--- config.mk ---
export PLATFORM = sky130hd
export DESIGN_NAME = ysyx_24110015_lsu
export DESIGN_NICKNAME = d
export VERILOG_FILES = /design/src/rtl/ysyx_24110015_lsu_pkg.sv /design/src/rtl/ysyx_24110015_load_ext.sv /design/src/rtl/ysyx_24110015_lsu.sv
export SDC_FILE = /design/constraint.sdc
export NUM_CORES = 1
export LEC_CHECK = 0
export ABC_AREA = 1
export ABC_CLOCK_PERIOD_IN_PS = 4900
export BUFFER_PORTS_ARGS = -buffer_cell sky130_fd_sc_hd__buf_2
export CORE_MARGIN = 2
export CORE_UTILIZATION = 29
export CTS_BUF_LIST = sky130_fd_sc_hd__clkbuf_4
export DETAILED_ROUTE_END_ITERATION = 7
export PLACE_DENSITY = 0.51
export SYNTH_ARGS = -nofsm -noshare
export SYNTH_HDL_FRONTEND = slang
export SYNTH_SLANG_ARGS = --single-unit
--- constraint.sdc ---
create_clock -name clk -period 4.9 [get_ports clk]
set_clock_uncertainty 0.2 [all_clocks]
set_input_delay 0.245 -clock clk [delete_from_list [all_inputs] [get_ports clk]]
set_output_delay 0.245 -clock clk [all_outputs]
set_load 0.05 [all_outputs]
--- src/rtl/ysyx_24110015_lsu_pkg.sv ---
// Shared types and constants for the LSU stage: FSM states, func3 access codes, error codes.
package ysyx_24110015_lsu_pkg;

  typedef enum logic [1:0] {
    S_IDLE = 2'd0,
    S_REQ  = 2'd1,
    S_WAIT = 2'd2,
    S_DONE = 2'd3
  } lsu_state_t;

  localparam logic [2:0] F3_B  = 3'b000;
  localparam logic [2:0] F3_H  = 3'b001;
  localparam logic [2:0] F3_W  = 3'b010;
  localparam logic [2:0] F3_BU = 3'b100;
  localparam logic [2:0] F3_HU = 3'b101;

  localparam logic [1:0] ERR_OK       = 2'b00;
  localparam logic [1:0] ERR_MISALIGN = 2'b01;
  localparam logic [1:0] ERR_TIMEOUT  = 2'b10;

  // Byte accesses are never misaligned; halfwords need bit 0 clear, words both bits clear.
  function automatic logic is_misaligned(input logic [2:0] f3, input logic [1:0] off);
    case (f3)
      F3_H, F3_HU: return off[0];
      F3_W:        return (off != 2'b00);
      default:     return 1'b0;
    endcase
  endfunction

endpackage

--- src/rtl/ysyx_24110015_load_ext.sv ---
// Load data extraction: selects the addressed byte/halfword of a bus word and extends it.
module ysyx_24110015_load_ext
  import ysyx_24110015_lsu_pkg::*;
(
  input  logic [31:0] rdata,
  input  logic [1:0]  offset,
  input  logic [2:0]  func3,
  output logic [31:0] ext_data
);

  logic [7:0]  byte_sel;
  logic [15:0] half_sel;

  // Lane select followed by sign or zero extension.
  always_comb begin
    case (offset)
      2'd0:    byte_sel = rdata[7:0];
      2'd1:    byte_sel = rdata[15:8];
      2'd2:    byte_sel = rdata[23:16];
      default: byte_sel = rdata[31:24];
    endcase
    half_sel = offset[1] ? rdata[31:16] : rdata[15:0];
    case (func3)
      F3_B:    ext_data = {{24{byte_sel[7]}}, byte_sel};
      F3_BU:   ext_data = {24'h000000, byte_sel};
      F3_H:    ext_data = {{16{half_sel[15]}}, half_sel};
      F3_HU:   ext_data = {16'h0000, half_sel};
      default: ext_data = rdata;
    endcase
  end

endmodule

--- src/rtl/ysyx_24110015_lsu.sv ---
// LSU stage: accepts one EXU packet, issues at most one memory request, returns a WB packet.
// Store lanes are aligned on accept; load data is extracted when the response arrives.
module ysyx_24110015_lsu
  import ysyx_24110015_lsu_pkg::*;
#(
  parameter int TIMEOUT_CYC = 255
) (
  input  logic        clk,
  input  logic        rst,
  input  logic        in_valid,
  output logic        in_ready,
  input  logic [31:0] alu_out,
  input  logic [31:0] mem_wdata,
  input  logic [3:0]  mem_wmask,
  input  logic [2:0]  func3,
  input  logic        MemRead,
  input  logic        MemWrite,
  input  logic        RegWrite_i,
  input  logic [4:0]  wb_addr_i,
  input  logic        zicsr,
  input  logic [31:0] csr_rdata,
  input  logic [31:0] pc_next_i,
  output logic        out_valid,
  input  logic        out_ready,
  output logic [31:0] wb_data,
  output logic        RegWrite_o,
  output logic [4:0]  wb_addr_o,
  output logic [31:0] pc_next_o,
  output logic [1:0]  lsu_err,
  output logic        req_valid,
  input  logic        req_ready,
  output logic        req_wen,
  output logic [31:0] req_addr,
  output logic [31:0] req_wdata,
  output logic [3:0]  req_wstrb,
  input  logic        rsp_valid,
  input  logic [31:0] rsp_rdata
);

  localparam int CW = (TIMEOUT_CYC > 1) ? $clog2(TIMEOUT_CYC + 1) : 1;
  localparam logic [CW-1:0] CNT_LAST = CW'((TIMEOUT_CYC > 0) ? TIMEOUT_CYC - 1 : 0);

  lsu_state_t    state_r, state_nx;
  logic [CW-1:0] cnt_r;
  logic          stale_r, is_load_r;
  logic [2:0]    func3_r;
  logic [1:0]    off_r;
  logic          accept, is_mem, misaligned, busy, timeout, timeout_hit, rsp_take;
  logic [31:0]   ext_data;

  assign in_ready    = (state_r == S_IDLE);
  assign out_valid   = (state_r == S_DONE);
  assign req_valid   = (state_r == S_REQ);
  assign accept      = in_ready && in_valid;
  assign is_mem      = MemRead || MemWrite;
  assign misaligned  = is_mem && is_misaligned(func3, alu_out[1:0]);
  assign busy        = (state_r == S_REQ) || (state_r == S_WAIT);
  assign timeout     = (TIMEOUT_CYC != 0) && busy && (cnt_r == CNT_LAST);
  // A response arriving on the last allowed cycle still wins over the timeout.
  assign rsp_take    = (state_r == S_WAIT) && rsp_valid && !stale_r;
  assign timeout_hit = timeout && !rsp_take;

  ysyx_24110015_load_ext u_load_ext (
    .rdata    (rsp_rdata),
    .offset   (off_r),
    .func3    (func3_r),
    .ext_data (ext_data)
  );

  // Next-state logic.
  always_comb begin
    state_nx = state_r;
    case (state_r)
      S_IDLE: begin
        if (in_valid) state_nx = (is_mem && !misaligned) ? S_REQ : S_DONE;
        else          state_nx = S_IDLE;
      end
      S_REQ: begin
        if (timeout)        state_nx = S_DONE;
        else if (req_ready) state_nx = S_WAIT;
        else                state_nx = S_REQ;
      end
      S_WAIT: begin
        if (rsp_take || timeout) state_nx = S_DONE;
        else                     state_nx = S_WAIT;
      end
      S_DONE: begin
        if (out_ready) state_nx = S_IDLE;
        else           state_nx = S_DONE;
      end
      default: state_nx = S_IDLE;
    endcase
  end

  // Control state: FSM, timeout counter and the orphaned-response marker.
  always_ff @(posedge clk) begin
    if (rst) begin
      state_r <= S_IDLE;
      cnt_r   <= '0;
      stale_r <= 1'b0;
    end else begin
      state_r <= state_nx;
      if (accept)    cnt_r <= '0;
      else if (busy) cnt_r <= cnt_r + CW'(1);
      // An abandoned request that the bus already took will still answer once; drop it.
      if (timeout_hit && ((state_r == S_WAIT) || req_ready)) stale_r <= 1'b1;
      else if (rsp_valid)                                    stale_r <= 1'b0;
    end
  end

  // Packet registers: captured on accept, updated by load response or timeout.
  always_ff @(posedge clk) begin
    if (rst) begin
      is_load_r  <= 1'b0;
      func3_r    <= 3'b000;
      off_r      <= 2'b00;
      wb_data    <= 32'h0000_0000;
      RegWrite_o <= 1'b0;
      wb_addr_o  <= 5'd0;
      pc_next_o  <= 32'h0000_0000;
      lsu_err    <= ERR_OK;
      req_wen    <= 1'b0;
      req_addr   <= 32'h0000_0000;
      req_wdata  <= 32'h0000_0000;
      req_wstrb  <= 4'b0000;
    end else if (accept) begin
      is_load_r  <= MemRead && !MemWrite;
      func3_r    <= func3;
      off_r      <= alu_out[1:0];
      wb_data    <= (!is_mem && zicsr) ? csr_rdata : alu_out;
      RegWrite_o <= RegWrite_i && !misaligned;
      wb_addr_o  <= wb_addr_i;
      pc_next_o  <= pc_next_i;
      lsu_err    <= misaligned ? ERR_MISALIGN : ERR_OK;
      req_wen    <= MemWrite;
      req_addr   <= {alu_out[31:2], 2'b00};
      req_wdata  <= mem_wdata << {alu_out[1:0], 3'b000};
      req_wstrb  <= MemWrite ? (mem_wmask << alu_out[1:0]) : 4'b0000;
    end else if (rsp_take) begin
      if (is_load_r) wb_data <= ext_data;
    end else if (timeout_hit) begin
      lsu_err    <= ERR_TIMEOUT;
      RegWrite_o <= 1'b0;
    end
  end

endmodule

# == After elaboration in Yosys (flattened, before gate mapping) ==
# Cells that the tools add are included.
# totals
word_cells,88
inputBits,182
ff_bits,156
output_inout_bits,144
# classes
eq_ne,13
n_reduce_logical,32
shift,2
addsub,1
n_mux,25
# op_table
cell,count
$mux 32,4
$pmux 32 s4,1
$shl 32x5->32,1
$pmux 8 s3,1
$mux 16,1
$mux 2,8
$logic_and 1x1->1,11
$reduce_bool 2->1,5
$eq 3x3->1 const B,3
$add 8x1->8 const B,1
$eq 8x8->1 const B,1
$pmux 2 s4,1
$mux 1,7
$eq 2x2->1 const B,3
$eq 3x1->1 const B,2
$logic_not 1->1,5
$eq 2x1->1 const B,2
$logic_not 2->1,2
$logic_or 1x1->1,4
$mux 4,1
$reduce_and 2->1,2
$reduce_or 2->1,2
$shl 4x2->4,1
$eq 3x2->1 const B,1
3 further kinds,3

# == Logic depth before layout (Yosys ltp) ==
# depth
ltp_word,9
mapped_depth,11
mapped_depth_nobuf,10

# == Cells and area by module ==
# Synthesis repeated with hierarchy kept, for this count alone.
# hier_totals
hier_cells,1093
hier_area_um2,7608.5
# modules_own_cells
module,seq_area_each_um2,area_each_um2,cells_each,instances
ysyx_24110015_lsu,3123.0,6712.7,901,1
ysyx_24110015_load_ext,0.0,895.9,192,1

# == Worst setup path after synthesis ==
# OpenSTA, ideal clock, no wires.
# synth_path
kind,register -> register
start,reg state_r[0]
end,reg req_wdata[5]
path_buffers,3
t_arrival_ps,1724
path_slack_ps,2849
setup_ps,127
stages_incl_launch_ff,11
cell_sequence,dfxtp_1 inv_1 ha_1 nand2_1 buf_4 inv_4 nor2_1 buf_2 buf_4 nand2_1 o21ai_0
# synth_between
elab_chain_cells,2
# synth_lines
element,line_no,rtl
start: declaration,ysyx_24110015_lsu.sv:43,"lsu_state_t state_r, state_nx;"
start signal: assignment,ysyx_24110015_lsu.sv:102,state_r <= state_nx;
$logic_not 2->1,ysyx_24110015_lsu.sv:51,assign in_ready = (state_r == S_IDLE);
net in_ready,ysyx_24110015_lsu.sv:11,"output logic in_ready,"
$logic_and 1x1->1,ysyx_24110015_lsu.sv:54,assign accept = in_ready && in_valid;
end signal: assignment,ysyx_24110015_lsu.sv:137,"req_wdata <= mem_wdata << {alu_out[1:0], 3'b000};"
end: declaration,ysyx_24110015_lsu.sv:34,"output logic [31:0] req_wdata,"
# The timed path passes the listed nets, and every way through them passes these cells.
# A chain may end at the register's enable or synchronous reset.

# == Worst setup path in the final report ==
# layout_path
start,reg state_r[0]
end,reg wb_data[20]
# layout_between
elab_chain_cells,5
# layout_lines
element,line_no,rtl
$eq 2x2->1,ysyx_24110015_lsu.sv:60,assign rsp_take = (state_r == S_WAIT) && rsp_valid && !stale_r;
$logic_and 1x1->1 (2 in series),ysyx_24110015_lsu.sv:60,
$reduce_bool 2->1 (no line),-,
$reduce_and 2->1 (no line),-,
end signal: assignment,ysyx_24110015_lsu.sv:130,wb_data <= (!is_mem && zicsr) ? csr_rdata : alu_out;
end signal: assignment,ysyx_24110015_lsu.sv:140,if (is_load_r) wb_data <= ext_data;
end: declaration,ysyx_24110015_lsu.sv:25,"output logic [31:0] wb_data,"
# Several ways; a longest one is shown, not always the timed one.

==> impl_metrics.toml <==
[drt]
drc = 0
first_pass_iters = 5
drtIter0Drc = 595
via_count = 9021
routed_wl_um = 30770
via_per_inst = 4.643
drtAntennaViolNets = 0
wl_per_cell_um = 15.83

[setup_path]
path_buf_inv = 4
crit_top_cell = "nor2_1"
start_kind = "flop"
critical_path_class = "flop to flop"
critPathTopFamily = "buffers and inverters"
end_kind = "flop"
path_max_fanout = 69
cp_slowest_stage_delay_ps = 760
crit_path_top_delay_cell = "inv_4"
required_ps = 5220
path_cells = "inv_1 -> ha_1 -> nand2_4 -> inv_4 -> buf_4 -> o21ai_0 -> nor2_1 -> nor2_1 -> a21oi_2 -> dlygate4sd3_1"
arrival_ps = 4050

[sta]
final.setup.tns_ps = 0
fmax_mhz = 268.2
final_hold_viol_count = 0
period_minus_slack_ps = 3729
tightestPinTransition_ps = 909.6
slew_violations = 0
setup_viol = 0
max_slew_margin_pct = 39.36
rsz0062_at_grt = "false"
post-route-period-util_pct = 76.11

[yosys]
syn_avg_cell_area_um2 = 6.808
syn-cell-area_um2 = 7611
synthCells = 1118
ys_seq_area_share_pct = 41.03
yosys_warnings = 0
async_flop_share_pct = 0
synth_top_cells_by_count = "232 x nor2_1, 206 x nand2_1, 156 x dfxtp_1"
synth_top_area_cell = "dfxtp_1"
synth-seq-cells = 156
synthTopCellsByArea = "dfxtp_1 41%, nor2_1 11%, nand2_1 10%, o21ai_0 8.4%, o21ai_1 4.1%"
synth-main-ff-cell = "dfxtp_1"
yosysTopAreaCellShare_pct = 41.03
synth_cell_types = 39
synth_edf_count = 0
yosysMostFrequentCell = "nor2_1"

[run]
drv_cap = 0

[floorplan]
core_area_um2 = 25910
start_util_pct = 29.37
fp-row-count = 59
die_area_um2 = 27560
num_io_pins = 326
die_w_um = 166.0
die_y_um = 166.0

[clock_network]
cts_tree = "built"
clockBufferDepth = 2
clkSinkCount = 156
clk_pin_slew_ps = 170
clockRootBuffer = "clkbuf_4"
numCtsBuffers = 17
insertion_delay_ps = 570
h-tree-depth = 4

[power]
ir_worst_vdd_uv = 165.6
p_per_area_nw_per_um2 = 308.4
power_leakage_nw = 5.744
total_power_mw = 3.580

[grt]
antenna_found_initial = 1
first_global_vias = 8694
grt_pass1_wl_um = 48190
grt_usage_pct = 21.82
grt_overflow = 0
grt_max_degree = 70

[final_layout]
finalNetCount = 1781
fill_cells = 2655
multi_input_area_um2 = 3734
seq_area_um2 = 3123
drive_above_1_share_pct = 25.90
area_growth_pct = 52.52
fin_util_pct = 44.80

[outcome]
status = "completed"

[placement]
portBuffers = 323
place_congestion = 0.8190
place_hpwl_um = 21030

[hold_path]
hold_class = "input port to flop"
state kept, by name, summed over array words and instances (netlist names):
name        count
RegWrite_o      1
cnt_r           8
func3_r         3
is_load_r       1
lsu_err         2
off_r           2
pc_next_o      32
req_addr       30
req_wdata      32
req_wen         1
req_wstrb       4
stale_r         1
state_r         2
wb_addr_o       5
wb_data        32
worst paths after layout:
| check | depth (start not counted) | slack (ps) | end | start |
|---|---|---|---|---|
| setup reg to reg | 10 | 1170 | wb_data[20] | state_r[0] |
| hold reg to reg | 2 | 280 | req_wen | req_wen |
| setup / recovery | 10 | 1170 | wb_data[20] | state_r[0] |
| hold / removal | 7 | 40 | wb_data[6] | rsp_rdata[6] |
worst min-delay path, stage by stage:
cell and delay [ps]:
buf_2 80, inv_1 40, nand2_1 50, nand3_1 150, nand3_1 110, nand2_1 50
inv_1 40
kinds of logic after synthesis:
logic type,synth area share [%]
and+or+nand+nor,26.65
adders and majority gates,0.9863
DFF,41.03
buffers and inverters,10.09
AOI/OAI and AO/OA,21.08
xor gates and xnor gates,0.1151
other,0.04927
through the flow:
stage	cells	setup slack [ps]	instance area, um2	hold slack [ps]
3_5_place_dp	1707	1700	9279	245.5
4_1_cts	1941	1146	11600	5.485
3_3_place_gp	1707	1761	9279	234.5
6_report	1943	1171	11610	39.30
5_1_grt	1943	831.4	11610	67.15
2_1_floorplan	1119	2849	7615	193.2
power by group:
| part | switching, mW | internal (mW) |
|---|---|---|
| sequential | 0.0629 | 1.38 |
| combinational | 0.867 | 0.415 |
| clock | 0.612 | 0.243 |
area by class of cell:
| cell class | count | area share, % |
|---|---|---|
| well taps | 335 | 3.611 |
| clock buffers | 17 | 1.099 |
| clock inverters | 15 | 1.509 |
| inverters | 90 | 2.942 |
| multi-input cells | 797 | 32.16 |
| repair buffers | 531 | 31.73 |
| flip-flops and latches | 156 | 26.90 |
| diodes | 2 | 0.04311 |
layer usage:
metal	global-route usage [%]	share of wire [%]	wire length, um
met1	27.69	43	13330
met2	37.43	48	14730
met3	4.480	6.7	2070
met4	6.352	2.1	633
met5	0	0	0
layout by cell type (no fill, tap or decap), drive strengths merged:
cell	n
diode	2
nand2	212
ha	6
or2	2
conb	2
o21bai	1
o21a	1
clkinv	7
nand3	42
dfxtp	156
dlygate4sd3	202
clkbuf	17
inv	97
nor2	237
a32o	2
and3	1
clkinvlp	1
o211ai	3
nor3	6
o31ai	1
o22ai	2
nand4	3
o311ai	1
o221ai	13
buf	329
xor2	1
a21oi	71
o21ai	190
timing repair:
item / in CTS / in global routing
hold buffers: 202 / 0
setup endpoints to repair: 0 / 0
setup buffers: 0 / 0
resized for setup: 0 / 0
hold endpoints to repair: 146 / 0
Power figures use the tool's default switching activity.
